## src/rtl/flag_status_unit_if.sv

```systemverilog
// Bus bundle for flag_status_unit: ALU observation inputs, flag/stack controls and status outputs.
interface flag_status_unit_if #(
  parameter int WIDTH = 32,
  parameter int DEPTH = 4
);
  localparam int CW = $clog2(DEPTH + 1);

  logic [WIDTH-1:0] result;
  logic [WIDTH-1:0] op_a;
  logic [WIDTH-1:0] op_b;
  logic             carry_in;
  logic             sub;
  logic             update;
  logic             push;
  logic             pop;
  logic             clr_sticky;
  logic [3:0]       cond;

  logic             n;
  logic             z;
  logic             c;
  logic             v;
  logic             sticky_v;
  logic             cond_true;
  logic [CW-1:0]    depth_cnt;
  logic             stack_full;
  logic             stack_empty;
  logic             stack_err;

  modport master (
    output result, op_a, op_b, carry_in, sub, update, push, pop, clr_sticky, cond,
    input  n, z, c, v, sticky_v, cond_true, depth_cnt, stack_full, stack_empty, stack_err
  );

  modport slave (
    input  result, op_a, op_b, carry_in, sub, update, push, pop, clr_sticky, cond,
    output n, z, c, v, sticky_v, cond_true, depth_cnt, stack_full, stack_empty, stack_err
  );
endinterface

```

## src/rtl/flag_status_unit.sv

```systemverilog
// NZCV flag register with a small LIFO flag stack, sticky overflow/misuse bits
// and a condition-code evaluator over the registered flags.
module flag_status_unit #(
  parameter int WIDTH = 32,
  parameter int DEPTH = 4
) (
  input  logic                clk,
  input  logic                rst_n,
  flag_status_unit_if.slave   bus
);
  localparam int CW    = $clog2(DEPTH + 1);
  localparam int IW    = (DEPTH > 1) ? $clog2(DEPTH) : 1;
  localparam int SLOTS = 1 << IW;

  logic [3:0]    flags_q;
  logic [CW-1:0] depth_q;
  logic          sticky_q;
  logic          err_q;
  logic [3:0]    stack_mem [SLOTS];

  logic          a_msb, b_msb, r_msb;
  logic          nn, nz, nc, nv;
  logic          full, empty;
  logic          push_ok, pop_ok, misuse, v_set;
  logic [IW-1:0] push_idx, pop_idx;
  logic          cond_eval;

  assign a_msb = bus.op_a[WIDTH-1];
  assign b_msb = bus.op_b[WIDTH-1];
  assign r_msb = bus.result[WIDTH-1];

  assign nn = r_msb;
  assign nz = ~|bus.result;
  assign nc = bus.carry_in;
  // op_b is the un-inverted operand, so subtract overflows when the operand signs differ.
  assign nv = bus.sub ? ((a_msb ^ b_msb) & (a_msb ^ r_msb))
                      : ((a_msb ~^ b_msb) & (a_msb ^ r_msb));

  assign full  = (depth_q == CW'(DEPTH));
  assign empty = (depth_q == '0);

  assign push_ok = bus.push & ~bus.pop & ~full;
  assign pop_ok  = bus.pop & ~bus.push & ~empty;
  assign misuse  = (bus.push & bus.pop) | (bus.push & full) | (bus.pop & empty);
  assign v_set   = bus.update & nv & ~pop_ok;

  assign push_idx = depth_q[IW-1:0];
  assign pop_idx  = push_idx - IW'(1);

  always_ff @(posedge clk or negedge rst_n) begin
    if (!rst_n) begin
      flags_q  <= 4'b0000;
      depth_q  <= '0;
      sticky_q <= 1'b0;
      err_q    <= 1'b0;
    end else begin
      if (pop_ok)
        flags_q <= stack_mem[pop_idx];
      else if (bus.update)
        flags_q <= {nn, nz, nc, nv};

      if (push_ok)
        depth_q <= depth_q + CW'(1);
      else if (pop_ok)
        depth_q <= depth_q - CW'(1);

      if (v_set)
        sticky_q <= 1'b1;
      else if (bus.clr_sticky)
        sticky_q <= 1'b0;

      if (misuse)
        err_q <= 1'b1;
      else if (bus.clr_sticky)
        err_q <= 1'b0;
    end
  end

  // Stack storage is deliberately unreset; entries are only read after being pushed.
  always_ff @(posedge clk) begin
    if (push_ok)
      stack_mem[push_idx] <= flags_q;
  end

  always_comb begin
    cond_eval = 1'b0;
    case (bus.cond)
      4'h0: cond_eval = flags_q[2];
      4'h1: cond_eval = ~flags_q[2];
      4'h2: cond_eval = flags_q[1];
      4'h3: cond_eval = ~flags_q[1];
      4'h4: cond_eval = flags_q[3];
      4'h5: cond_eval = ~flags_q[3];
      4'h6: cond_eval = flags_q[0];
      4'h7: cond_eval = ~flags_q[0];
      4'h8: cond_eval = flags_q[1] & ~flags_q[2];
      4'h9: cond_eval = ~flags_q[1] | flags_q[2];
      4'hA: cond_eval = (flags_q[3] == flags_q[0]);
      4'hB: cond_eval = (flags_q[3] != flags_q[0]);
      4'hC: cond_eval = ~flags_q[2] & (flags_q[3] == flags_q[0]);
      4'hD: cond_eval = flags_q[2] | (flags_q[3] != flags_q[0]);
      4'hE: cond_eval = 1'b1;
      default: cond_eval = 1'b0;
    endcase
  end

  assign bus.n           = flags_q[3];
  assign bus.z           = flags_q[2];
  assign bus.c           = flags_q[1];
  assign bus.v           = flags_q[0];
  assign bus.sticky_v    = sticky_q;
  assign bus.stack_err   = err_q;
  assign bus.depth_cnt   = depth_q;
  assign bus.stack_full  = full;
  assign bus.stack_empty = empty;
  assign bus.cond_true   = cond_eval;
endmodule

```

## src/flat_wrapper.sv

```systemverilog
// flat-port wrapper written by rule: the top's interface ports become plain ports
module flag_status_unit_flat 
#(
  parameter int WIDTH = 32,
  parameter int DEPTH = 4
)
  (clk, rst_n, bus_result, bus_op_a, bus_op_b, bus_carry_in, bus_sub, bus_update, bus_push, bus_pop, bus_clr_sticky, bus_cond, bus_n, bus_z, bus_c, bus_v, bus_sticky_v, bus_cond_true, bus_depth_cnt, bus_stack_full, bus_stack_empty, bus_stack_err);
  flag_status_unit_if #(.WIDTH(WIDTH), .DEPTH(DEPTH)) bus_i ();
  input  logic clk;
  input  logic rst_n;
  input wire logic [$bits(bus_i.result)-1:0] bus_result;
  input wire logic [$bits(bus_i.op_a)-1:0] bus_op_a;
  input wire logic [$bits(bus_i.op_b)-1:0] bus_op_b;
  input wire logic [$bits(bus_i.carry_in)-1:0] bus_carry_in;
  input wire logic [$bits(bus_i.sub)-1:0] bus_sub;
  input wire logic [$bits(bus_i.update)-1:0] bus_update;
  input wire logic [$bits(bus_i.push)-1:0] bus_push;
  input wire logic [$bits(bus_i.pop)-1:0] bus_pop;
  input wire logic [$bits(bus_i.clr_sticky)-1:0] bus_clr_sticky;
  input wire logic [$bits(bus_i.cond)-1:0] bus_cond;
  output wire logic [$bits(bus_i.n)-1:0] bus_n;
  output wire logic [$bits(bus_i.z)-1:0] bus_z;
  output wire logic [$bits(bus_i.c)-1:0] bus_c;
  output wire logic [$bits(bus_i.v)-1:0] bus_v;
  output wire logic [$bits(bus_i.sticky_v)-1:0] bus_sticky_v;
  output wire logic [$bits(bus_i.cond_true)-1:0] bus_cond_true;
  output wire logic [$bits(bus_i.depth_cnt)-1:0] bus_depth_cnt;
  output wire logic [$bits(bus_i.stack_full)-1:0] bus_stack_full;
  output wire logic [$bits(bus_i.stack_empty)-1:0] bus_stack_empty;
  output wire logic [$bits(bus_i.stack_err)-1:0] bus_stack_err;
  assign bus_i.result = bus_result;
  assign bus_i.op_a = bus_op_a;
  assign bus_i.op_b = bus_op_b;
  assign bus_i.carry_in = bus_carry_in;
  assign bus_i.sub = bus_sub;
  assign bus_i.update = bus_update;
  assign bus_i.push = bus_push;
  assign bus_i.pop = bus_pop;
  assign bus_i.clr_sticky = bus_clr_sticky;
  assign bus_i.cond = bus_cond;
  assign bus_n = bus_i.n;
  assign bus_z = bus_i.z;
  assign bus_c = bus_i.c;
  assign bus_v = bus_i.v;
  assign bus_sticky_v = bus_i.sticky_v;
  assign bus_cond_true = bus_i.cond_true;
  assign bus_depth_cnt = bus_i.depth_cnt;
  assign bus_stack_full = bus_i.stack_full;
  assign bus_stack_empty = bus_i.stack_empty;
  assign bus_stack_err = bus_i.stack_err;
  flag_status_unit #(.WIDTH(WIDTH), .DEPTH(DEPTH)) u_core (.clk(clk), .rst_n(rst_n), .bus(bus_i));
endmodule
```

## config.mk

```make
export PLATFORM = sky130hd
export DESIGN_NAME = flag_status_unit_flat
export DESIGN_NICKNAME = d
export VERILOG_FILES = /design/src/rtl/flag_status_unit_if.sv /design/src/rtl/flag_status_unit.sv /design/src/flat_wrapper.sv
export SDC_FILE = /design/constraint.sdc
export NUM_CORES = 1
export LEC_CHECK = 0
export BUFFER_PORTS_ARGS = -buffer_cell sky130_fd_sc_hd__buf_4
export CORE_MARGIN = 2
export CORE_UTILIZATION = 35
export CTS_BUF_LIST = sky130_fd_sc_hd__clkbuf_4 sky130_fd_sc_hd__clkbuf_8
export CTS_CLUSTER_DIAMETER = 120
export DETAILED_ROUTE_END_ITERATION = 16
export GPL_ROUTABILITY_DRIVEN = 0
export GPL_TIMING_DRIVEN = 1
export PLACE_DENSITY = 0.74
export SYNTH_ARGS = -nofsm -noshare
export SYNTH_HDL_FRONTEND = slang
export SYNTH_SLANG_ARGS = --single-unit
export TNS_END_PERCENT = 10
```

## constraint.sdc

```tcl
create_clock -name clk -period 2.9 [get_ports clk]
set_clock_uncertainty 0.2 [all_clocks]
set_input_delay 0.29 -clock clk [delete_from_list [all_inputs] [get_ports clk]]
set_output_delay 0.29 -clock clk [all_outputs]
set_load 0.01 [all_outputs]
```

Word level (Yosys, flattened, before mapping). Memory sizes are Yosys's and may differ from the RTL's. Index checks and enable logic that the tools add are counted.

Register bits after elaboration: 9. Bits in writable memories: 16. Logic and storage cells: 73. Memories kept: 1. Bits of input ports: 108. Output and inout port bits: 12.

Reduce and logical (&&, ||, !) cells: 8. Bitwise operators: 29. Add/subtract/negate cells: 3. Mux-type cells: 11. Equal/unequal tests: 17.

Memory list: u_core.stack_mem (words 4, width 4, read ports 1, clocked after memory_dff 0, wr ports 1, RTL line flag_status_unit.sv:19) `logic [3:0] stack_mem [SLOTS];`.

Operator list (count): OR reduction 32 bit (1); == test 4 bit, second input constant (7); == test 4 x 3 -> 1 bit, second input constant (4); case mux 1 bit (15 select lines) (1); AND 1 bit (13); inverter 1 bit (9); == test 4 x 2 -> 1 bit, second input constant (2); two-way mux 4 bit (2); nonzero test 2 bit (4); two-way mux 1 bit (6); two-way mux 3 bit (2); == test 4 x 1 -> 1 bit, second input constant (1); logical NOT 4 bit (1); bitwise OR 1 bit (4); adder 3 x 1 -> 3 bit, second input constant (1); == test 3 bit, second input constant (1); logical NOT 3 bit (1); subtractor 3 x 1 -> 3 bit, second input constant (1); subtractor 2 x 1 -> 2 bit, second input constant (1); XOR 1 bit (2); == test 1 bit (1); logical NOT 1 bit (1); != test 1 bit (1); XNOR 1 bit (1).

Depth between registers and ports, before layout. Gate-level depths: netlist (run 1).

Depth after elaboration: 6. Gate-level depth with buffers: 10. Depth with buffers taken out: 9.

Worst setup path before layout (run 1). OpenSTA, ideal clock, no wires.

Path kind: flip-flop to flip-flop. Start: reg u_core.depth_q[0] (netlist: u_core.bus.depth_cnt[0]). End: reg u_core.depth_q[2] (netlist: u_core.bus.depth_cnt[2]). Period minus slack after synthesis: 2.530 ns. Stages on the path, launching flop included: 11. Required time: 2.571 ns. Arrival time: 2.201 ns. Library setup time: 0.129 ns. Setup slack: 0.370 ns. Path buffers: 1. Cell sequence: dfrtp_1 -> buf_2 -> inv_1 -> ha_1 -> nand2_1 -> and3b_4 -> inv_1 -> fa_1 -> nor4b_1 -> a21oi_1 -> xnor2_1.

Word-level cells in the longest chain between the ends: 4. Elaborated cells on any way between the ends: 11. Those cells by class: add/sub (2); eq/ne (1); mux (2); bitwise (4); reduce/logical (2).

Ends and longest elaborated chain: start: declaration (RTL line flag_status_unit.sv:16) `logic [CW-1:0] depth_q;`; start signal: assignment (RTL line flag_status_unit.sv:63) `depth_q <= depth_q + CW'(1);`; start signal: assignment (RTL line flag_status_unit.sv:65) `depth_q <= depth_q - CW'(1);`; branches (longest 4 deep; another with subtractor 3 x 1 -> 3 bit).

Parallel ways; which one is timed is not known. The select of a mux whose other input is x is not followed. A chain may end at the register's enable or synchronous reset.

Final worst setup path (run 1).
Start: reg u_core.depth_q[1] (netlist: u_core.bus.depth_cnt[1]). End: reg u_core.depth_q[2] (netlist: u_core.bus.depth_cnt[2]).

The elaborated chain is that of the path after synthesis.

==> run_summary.xml, run 1 <==
<?xml version="1.0" encoding="UTF-8"?>
<metrics>
  <group name="global_routing">
    <metric name="number_of_global_route_vias_before_repair" unit="">1089</metric>
    <metric name="gr-usage-all-layers" unit="%">14.2</metric>
    <metric name="antenna_found_initial" unit="">0</metric>
    <metric name="global_route_wire_length_before_repair" unit="mm">4.82</metric>
    <metric name="grt.overflow.total" unit="">0</metric>
    <metric name="grt_max_degree" unit="">14</metric>
  </group>
  <group name="floorplanning">
    <metric name="placementRows" unit="">23</metric>
    <metric name="die-width" unit="um">68.0</metric>
    <metric name="floorplan.die_area" unit="mm^2">0.00462</metric>
    <metric name="initial_core_util" unit="%">36.0</metric>
    <metric name="num_io_pins" unit="">120</metric>
    <metric name="dieHeight" unit="um">68.0</metric>
    <metric name="core_area" unit="mm^2">0.00397</metric>
  </group>
  <group name="logic_synthesis">
    <metric name="synth_seq_cells" unit="">25</metric>
    <metric name="syn-instance-count" unit="">116</metric>
    <metric name="synth_top_cell_by_area" unit="">sky130_fd_sc_hd__edfxtp_1</metric>
    <metric name="yosysTopAreaCellShare" unit="%">33.6</metric>
    <metric name="ys_top_cells_by_area" unit="">sky130_fd_sc_hd__edfxtp_1 (34%), sky130_fd_sc_hd__dfrtp_1 (16%), sky130_fd_sc_hd__mux4_2 (6.3%), sky130_fd_sc_hd__ha_1 (3.5%), sky130_fd_sc_hd__mux2i_1 (2.8%)</metric>
    <metric name="dominantRegCellSynth" unit="">sky130_fd_sc_hd__edfxtp_1</metric>
    <metric name="synthesis.yosys.warnings" unit="">0</metric>
    <metric name="synth-seq-area-share" unit="%">49.3</metric>
    <metric name="synthesis.nets" unit="">229</metric>
    <metric name="async_set_reset_flop_share_out_of_synthesis" unit="%">36.0</metric>
    <metric name="netlist_area" unit="mm^2">0.00143</metric>
    <metric name="synth.avg_cell_area" unit="um^2">12.3</metric>
    <metric name="synth_edf_count" unit="">16</metric>
    <metric name="synthDistinctLibCells" unit="">44</metric>
  </group>
  <group name="sta">
    <metric name="setup_total_negative_slack" unit="ps">0</metric>
    <metric name="finalCritPeriodShare" unit="%">88.5</metric>
    <metric name="number_of_max_slew_violations_in_the_final_report" unit="">0</metric>
    <metric name="rsz0062_at_grt" unit="">false</metric>
    <metric name="max-slew-margin-rel" unit="%">73.8</metric>
    <metric name="setup-violations-final" unit="">0</metric>
    <metric name="hold_viol_final" unit="">0</metric>
    <metric name="period_needed" unit="ps">2570</metric>
    <metric name="fmax" unit="GHz">0.390</metric>
    <metric name="worst-slew-pin-transition" unit="ps">394</metric>
  </group>
  <group name="critical_path">
    <metric name="setup.worst_path.end_class" unit="">flip-flop</metric>
    <metric name="crit_arrival" unit="ps">2520</metric>
    <metric name="worst-path-max-fanout" unit="">7</metric>
    <metric name="worst_ep_required_time" unit="ps">2850</metric>
    <metric name="worstSetupPathType" unit="">flip-flop to flip-flop</metric>
    <metric name="timing.critical_path.from_type" unit="">flip-flop</metric>
  </group>
  <group name="layout">
    <metric name="layout.filler_cells" unit="">353</metric>
    <metric name="layout-drive-gt1-share" unit="%">40.8</metric>
    <metric name="seq_area" unit="um^2">706</metric>
    <metric name="syn_to_final_growth" unit="%">36.9</metric>
    <metric name="antennaDiodeCount" unit="">0</metric>
    <metric name="area_of_combinational_cells_with_multiple_inputs" unit="um^2">674</metric>
    <metric name="finish.net_count" unit="">288</metric>
  </group>
  <group name="pwr">
    <metric name="power" unit="uW">1430</metric>
    <metric name="p_seq_share" unit="%">41.7</metric>
    <metric name="clkPwrFrac" unit="%">14.9</metric>
    <metric name="p_leak" unit="uW">0.000845</metric>
    <metric name="power.ir.vdd_worst" unit="mV">0.238</metric>
    <metric name="pwr_dens" unit="mW/mm^2">728</metric>
    <metric name="netSwitchingFraction" unit="%">33.9</metric>
    <metric name="p_switching" unit="uW">483</metric>
    <metric name="cell_internal_pwr" unit="uW">943</metric>
    <metric name="comb_power_share" unit="%">43.3</metric>
  </group>
  <group name="drt">
    <metric name="route.antenna.remaining_nets" unit="">0</metric>
    <metric name="route.final.wire_length" unit="mm">3.36</metric>
    <metric name="avgViaCountPerCell" unit="">5.04</metric>
    <metric name="detailedRoute.firstPassIterationCount" unit="">4</metric>
    <metric name="drt-initial-drc-count" unit="">70</metric>
    <metric name="route.vias.total" unit="">1130</metric>
    <metric name="detail_route.wl_per_cell" unit="um">15.0</metric>
    <metric name="drc" unit="">0</metric>
  </group>
  <group name="cts">
    <metric name="clock_tree.root_cell" unit="">sky130_fd_sc_hd__clkbuf_8</metric>
    <metric name="post-cts-setup-buffer-count" unit="">0</metric>
    <metric name="cts_buffers" unit="">3</metric>
    <metric name="worst_skew_pair.late_latency" unit="ps">270</metric>
    <metric name="worst_setup_hold_path_clk_slew" unit="ps">80</metric>
    <metric name="numClockSinks" unit="">25</metric>
    <metric name="tritoncts" unit="">yes</metric>
    <metric name="cts.path.max_buffers" unit="">2</metric>
    <metric name="htree_num_levels" unit="">1</metric>
  </group>
  <group name="placed_design">
    <metric name="detailedPlacementHpwl" unit="mm">2.60</metric>
    <metric name="numPortBuffers" unit="">57</metric>
  </group>
  <group name="outcome">
    <metric name="run_status" unit="">finished, final reports clean</metric>
  </group>
  <group name="hold_path">
    <metric name="hold_path_class" unit="">input port to flip-flop</metric>
  </group>
  <group name="job">
    <metric name="maxCapViolations" unit="">0</metric>
  </group>
</metrics>
## critical path: stages, from the launching register on
cell and delay [ps]:
sky130_fd_sc_hd__dfrtp_1 480, sky130_fd_sc_hd__inv_1 100, sky130_fd_sc_hd__ha_1 250, sky130_fd_sc_hd__nand2_1 120, sky130_fd_sc_hd__and3b_4 260, sky130_fd_sc_hd__inv_1 70, sky130_fd_sc_hd__fa_1 410, sky130_fd_sc_hd__nor4b_1 340
sky130_fd_sc_hd__a21oi_1 90, sky130_fd_sc_hd__xnor2_1 140
## metrics by stage
step           hold WS (ps)  instances  setup slack [ps]  instance area, um^2  utilization [%]
2_1_floorplan          -206        116               370                 1430                -
3_3_place_gp          -83.5        219               537                 1900             47.9
3_5_place_dp          -77.6        219               368                 1900             47.9
4_1_cts                80.1        224               336                 1960             49.3
5_1_grt                90.2        224               158                 1960             49.3
6_report               89.9        224               333                 1960             49.3
## synth_stat cells (all sizes together), types with 3 or more instances
cell / count
ha: 4
a21oi: 6
edfxtp: 16
nand2: 5
mux2: 3
nor2b: 6
inv: 6
xnor2: 4
nor2: 4
mux4: 4
nor4: 6
buf: 3
and3b: 3
nor4b: 3
mux2i: 4
dfrtp: 9
and2: 4
## final cells by class
class	count	area share, %
inverter	6	1.15
tap	50	3.19
sequential	25	36.0
multi-input combinational	80	34.4
timing repair buffer	59	22.7
clock buffer	4	2.49
## registers in the layout, indices dropped and copies added, names as in the netlist
name / cells
u_core.bus.stack_err: 1
u_core.bus.depth_cnt: 3
u_core.stack_mem: 16
u_core.flags_q: 4
u_core.bus.sticky_v: 1
## cell usage in the layout (no fill, tap or decap), types with 2 or more instances in the layout
cell type / count
sky130_fd_sc_hd__clkbuf_8: 3
sky130_fd_sc_hd__and3b_1: 2
sky130_fd_sc_hd__buf_4: 58
sky130_fd_sc_hd__edfxtp_1: 16
sky130_fd_sc_hd__nand2b_1: 2
sky130_fd_sc_hd__nor4_1: 6
sky130_fd_sc_hd__nor2_1: 4
sky130_fd_sc_hd__mux4_2: 4
sky130_fd_sc_hd__nor2b_1: 4
sky130_fd_sc_hd__nand4_1: 2
sky130_fd_sc_hd__inv_1: 6
sky130_fd_sc_hd__ha_1: 4
sky130_fd_sc_hd__dfrtp_1: 9
sky130_fd_sc_hd__a21oi_1: 6
sky130_fd_sc_hd__and2_1: 4
sky130_fd_sc_hd__nor4b_1: 3
sky130_fd_sc_hd__xnor2_1: 4
sky130_fd_sc_hd__nand2_1: 5
sky130_fd_sc_hd__mux2i_1: 4
sky130_fd_sc_hd__xor2_1: 2
sky130_fd_sc_hd__a22oi_1: 2
## routing by layer
layer / vias to the layer above / GRT usage [%] / wire, um
li1: 551 / - / -
met1: 515 / 15.5 / 1220
met2: 59 / 26.1 / 1700
met3: 5 / 2.63 / 387
met4: 0 / 7.00 / 55
met5: - / 0 / 0
## repair_timing
action	CTS	global route
endpoints found under the hold margin	9	0
hold buffers	1	0
resized for setup	0	0
## final timing paths
check / to / from / slack (ps) / cells after the start
worst max-delay path: u_core.bus.depth_cnt[2] / u_core.bus.depth_cnt[1] / 330 / 9
worst min-delay path: u_core.bus.sticky_v / bus_clr_sticky / 90 / 3
worst max register to register: u_core.bus.depth_cnt[2] / u_core.bus.depth_cnt[1] / 330 / 9
worst min register to register: u_core.bus.sticky_v / u_core.bus.sticky_v / 310 / 1
max in group asynchronous: u_core.flags_q[3] / rst_n / 2160 / 2
min in group asynchronous: u_core.bus.depth_cnt[1] / rst_n / 200 / 2
## power by group through the flow
stage | Sequential [uW] | Clock, uW | Combinational, uW
after floorplan | 595 | 0 | 365
after global placement | 589 | 0 | 594
after detailed placement | 604 | 0 | 618
after CTS | 597 | 217 | 625
after global routing | 609 | 231 | 679
final | 595 | 213 | 618
## cell families after synthesis
| kind of cell | synth area share (%) |
|---|---|
| buf+inv | 3.58 |
| fa+ha+maj | 4.90 |
| flops | 49.3 |
| mux | 11.7 |
| simple gates | 18.7 |
| compound gates | 8.13 |
| xor+xnor | 3.67 |
Note: power is estimated with default switching activity, not from simulation.
==> run 2, diff against run 1 <==
Settings changed: CAP_MARGIN from default to 15.
Clock period 2.9 ns to 2.55 ns, I/O delays scaled along.
==> run_summary.xml, run 2 (synthesized netlist as in run 1, its figures left out) <==
<?xml version="1.0" encoding="UTF-8"?>
<metrics>
  <group name="global_routing">
    <metric name="gr-usage-all-layers" unit="%">12.9</metric>
    <metric name="antenna_found_initial" unit="">0</metric>
    <metric name="global_route_wire_length_before_repair" unit="mm">4.31</metric>
    <metric name="grt.overflow.total" unit="">0</metric>
    <metric name="number_of_global_route_vias_before_repair" unit="">1021</metric>
    <metric name="grt_max_degree" unit="">15</metric>
  </group>
  <group name="pwr">
    <metric name="power.ir.vdd_worst" unit="mV">0.220</metric>
    <metric name="power" unit="uW">1610</metric>
    <metric name="pwr_dens" unit="mW/mm^2">822</metric>
    <metric name="p_leak" unit="uW">0.000849</metric>
  </group>
  <group name="floorplanning">
    <metric name="floorplan.die_area" unit="mm^2">0.00462</metric>
    <metric name="initial_core_util" unit="%">36.0</metric>
    <metric name="die-width" unit="um">68.0</metric>
    <metric name="core_area" unit="mm^2">0.00397</metric>
    <metric name="dieHeight" unit="um">68.0</metric>
    <metric name="num_io_pins" unit="">120</metric>
    <metric name="placementRows" unit="">23</metric>
  </group>
  <group name="critical_path">
    <metric name="timing.critical_path.mode_cell" unit="">sky130_fd_sc_hd__inv_1</metric>
    <metric name="crit_path_top_delay_cell" unit="">sky130_fd_sc_hd__fa_1</metric>
    <metric name="timing.critical_path.from_type" unit="">flip-flop</metric>
    <metric name="worstSetupPathType" unit="">flip-flop to flip-flop</metric>
    <metric name="setup.worst_path.end_class" unit="">flip-flop</metric>
    <metric name="worst_ep_required_time" unit="ps">2510</metric>
    <metric name="crit_arrival" unit="ps">2320</metric>
    <metric name="worst-path-max-fanout" unit="">7</metric>
    <metric name="timing.critical_path.slowest_cell_delay" unit="ps">410</metric>
    <metric name="cp_cell_sequence" unit="">inv_1 -&gt; ha_1 -&gt; nand2_1 -&gt; and3b_4 -&gt; inv_1 -&gt; fa_1 -&gt; nor4b_1 -&gt; a21oi_1 -&gt; xnor2_1</metric>
    <metric name="setup.reg_to_reg.worst_slack" unit="ps">190</metric>
  </group>
  <group name="sta">
    <metric name="setup-violations-final" unit="">0</metric>
    <metric name="period_needed" unit="ps">2360</metric>
    <metric name="max-slew-margin-rel" unit="%">74.5</metric>
    <metric name="number_of_max_slew_violations_in_the_final_report" unit="">0</metric>
    <metric name="worst-slew-pin-transition" unit="ps">383</metric>
    <metric name="setup_slack" unit="ps">191</metric>
    <metric name="fmax" unit="GHz">0.424</metric>
    <metric name="setup_total_negative_slack" unit="ps">0</metric>
    <metric name="finalCritPeriodShare" unit="%">92.5</metric>
    <metric name="hold_viol_final" unit="">0</metric>
    <metric name="final.hold.worst_slack" unit="ps">51.1</metric>
    <metric name="rsz0062_at_grt" unit="">false</metric>
  </group>
  <group name="job">
    <metric name="maxCapViolations" unit="">0</metric>
  </group>
  <group name="placed_design">
    <metric name="numPortBuffers" unit="">57</metric>
    <metric name="detailedPlace.worstSlack" unit="ps">237</metric>
    <metric name="detailedPlacementHpwl" unit="mm">2.52</metric>
    <metric name="dp.cells" unit="">220</metric>
  </group>
  <group name="layout">
    <metric name="finish.net_count" unit="">289</metric>
    <metric name="registers.top_by_ff_count" unit="">u_core.stack_mem</metric>
    <metric name="largest_register_ffs" unit="">16</metric>
    <metric name="most_frequent_cells_in_the_layout" unit="">sky130_fd_sc_hd__buf_4 (59), sky130_fd_sc_hd__edfxtp_1 (16), sky130_fd_sc_hd__dfrtp_1 (9)</metric>
    <metric name="syn_to_final_growth" unit="%">37.2</metric>
    <metric name="antennaDiodeCount" unit="">0</metric>
    <metric name="layout-drive-gt1-share" unit="%">41.1</metric>
    <metric name="layout.cells.most_common" unit="">sky130_fd_sc_hd__buf_4</metric>
    <metric name="instances_no_fill" unit="">225</metric>
  </group>
  <group name="cts">
    <metric name="worst_setup_hold_path_clk_slew" unit="ps">80</metric>
    <metric name="worst_skew_pair.late_latency" unit="ps">270</metric>
    <metric name="cts_buffers" unit="">3</metric>
    <metric name="post-cts-setup-buffer-count" unit="">0</metric>
    <metric name="tritoncts" unit="">yes</metric>
    <metric name="cts.path.max_buffers" unit="">2</metric>
    <metric name="numClockSinks" unit="">25</metric>
    <metric name="htree_num_levels" unit="">1</metric>
    <metric name="clock_tree.root_cell" unit="">sky130_fd_sc_hd__clkbuf_8</metric>
  </group>
  <group name="drt">
    <metric name="detail_route.wl_per_cell" unit="um">14.4</metric>
    <metric name="drc" unit="">0</metric>
    <metric name="avgViaCountPerCell" unit="">5.13</metric>
    <metric name="route.vias.total" unit="">1155</metric>
    <metric name="drt-initial-drc-count" unit="">48</metric>
    <metric name="route.antenna.remaining_nets" unit="">0</metric>
    <metric name="route.final.wire_length" unit="mm">3.24</metric>
    <metric name="detailedRoute.firstPassIterationCount" unit="">4</metric>
  </group>
  <group name="outcome">
    <metric name="run_status" unit="">finished, final reports clean</metric>
  </group>
  <group name="hold_path">
    <metric name="hold_path_class" unit="">input port to flip-flop</metric>
  </group>
</metrics>
-- run 2: cell count changes in the layout (fill, tap and decap cells not counted) --
cell,change
sky130_fd_sc_hd__clkinv_2,+1
sky130_fd_sc_hd__clkbuf_4,-1
sky130_fd_sc_hd__buf_4,+1
-- run 2: final timing paths --
path                                      endpoint                    start  cells past startpoint
hold reg to reg                u_core.bus.sticky_v      u_core.bus.sticky_v                      1
setup reg to reg           u_core.bus.depth_cnt[2]  u_core.bus.depth_cnt[0]                      9
max in group asynchronous  u_core.bus.depth_cnt[0]                    rst_n                      2
min in group asynchronous        u_core.flags_q[1]                    rst_n                      2
setup / recovery           u_core.bus.depth_cnt[2]  u_core.bus.depth_cnt[0]                      9
hold / removal                 u_core.bus.sticky_v           bus_clr_sticky                      3
-- run 2: layout make-up --
cell class | count | area [um^2]
clock buffers | 3 | 41.3
flip-flops and latches | 25 | 706
well taps | 50 | 62.6
clock inverters | 1 | 5.00
inverters | 6 | 22.5
fillers | 358 | 2010
multi-input cells | 80 | 674
repair buffers | 60 | 453
-- run 2: report_power, final --
group / switching, uW / internal [uW] / total [uW] / leakage, uW
Clock: 123 / 109 / 233 / 0.0000255
Sequential: 111 / 550 / 661 / 0.000252
Combinational: 314 / 407 / 721 / 0.000572
-- run 2: routing by layer --
layer	vias to the layer above	routed length [um]	global-route usage [%]	share of wire [%]
met5	-	0	0	0
met4	0	70	8.50	2.2
met3	5	339	1.81	10
met2	48	1620	23.7	50
met1	550	1210	13.5	37
li1	552	-	-	-
-- run 2: stage by stage --
step / util [%] / area, um^2
after floorplan: - / 1430
after CTS: 49.5 / 1960
after detailed placement: 48.0 / 1910
final: 49.5 / 1960
after global placement: 48.0 / 1910
after global routing: 49.5 / 1960
-- run 2: repair_timing --
item	in CTS	in global routing
hold endpoints to repair	9	0
resized for setup	0	0
hold buffers	1	0
-- run 2: worst max-delay path, delay by kind of cell, from the launching register on --
kind / cells / cell delay [ps]
AO/OA/AOI/OAI: 1 / 90
XOR/XNOR: 1 / 130
adder cells (fa/ha/maj): 2 / 650
buffers and inverters: 2 / 130
flip-flops: 1 / 350
AND/OR/NAND/NOR: 3 / 690
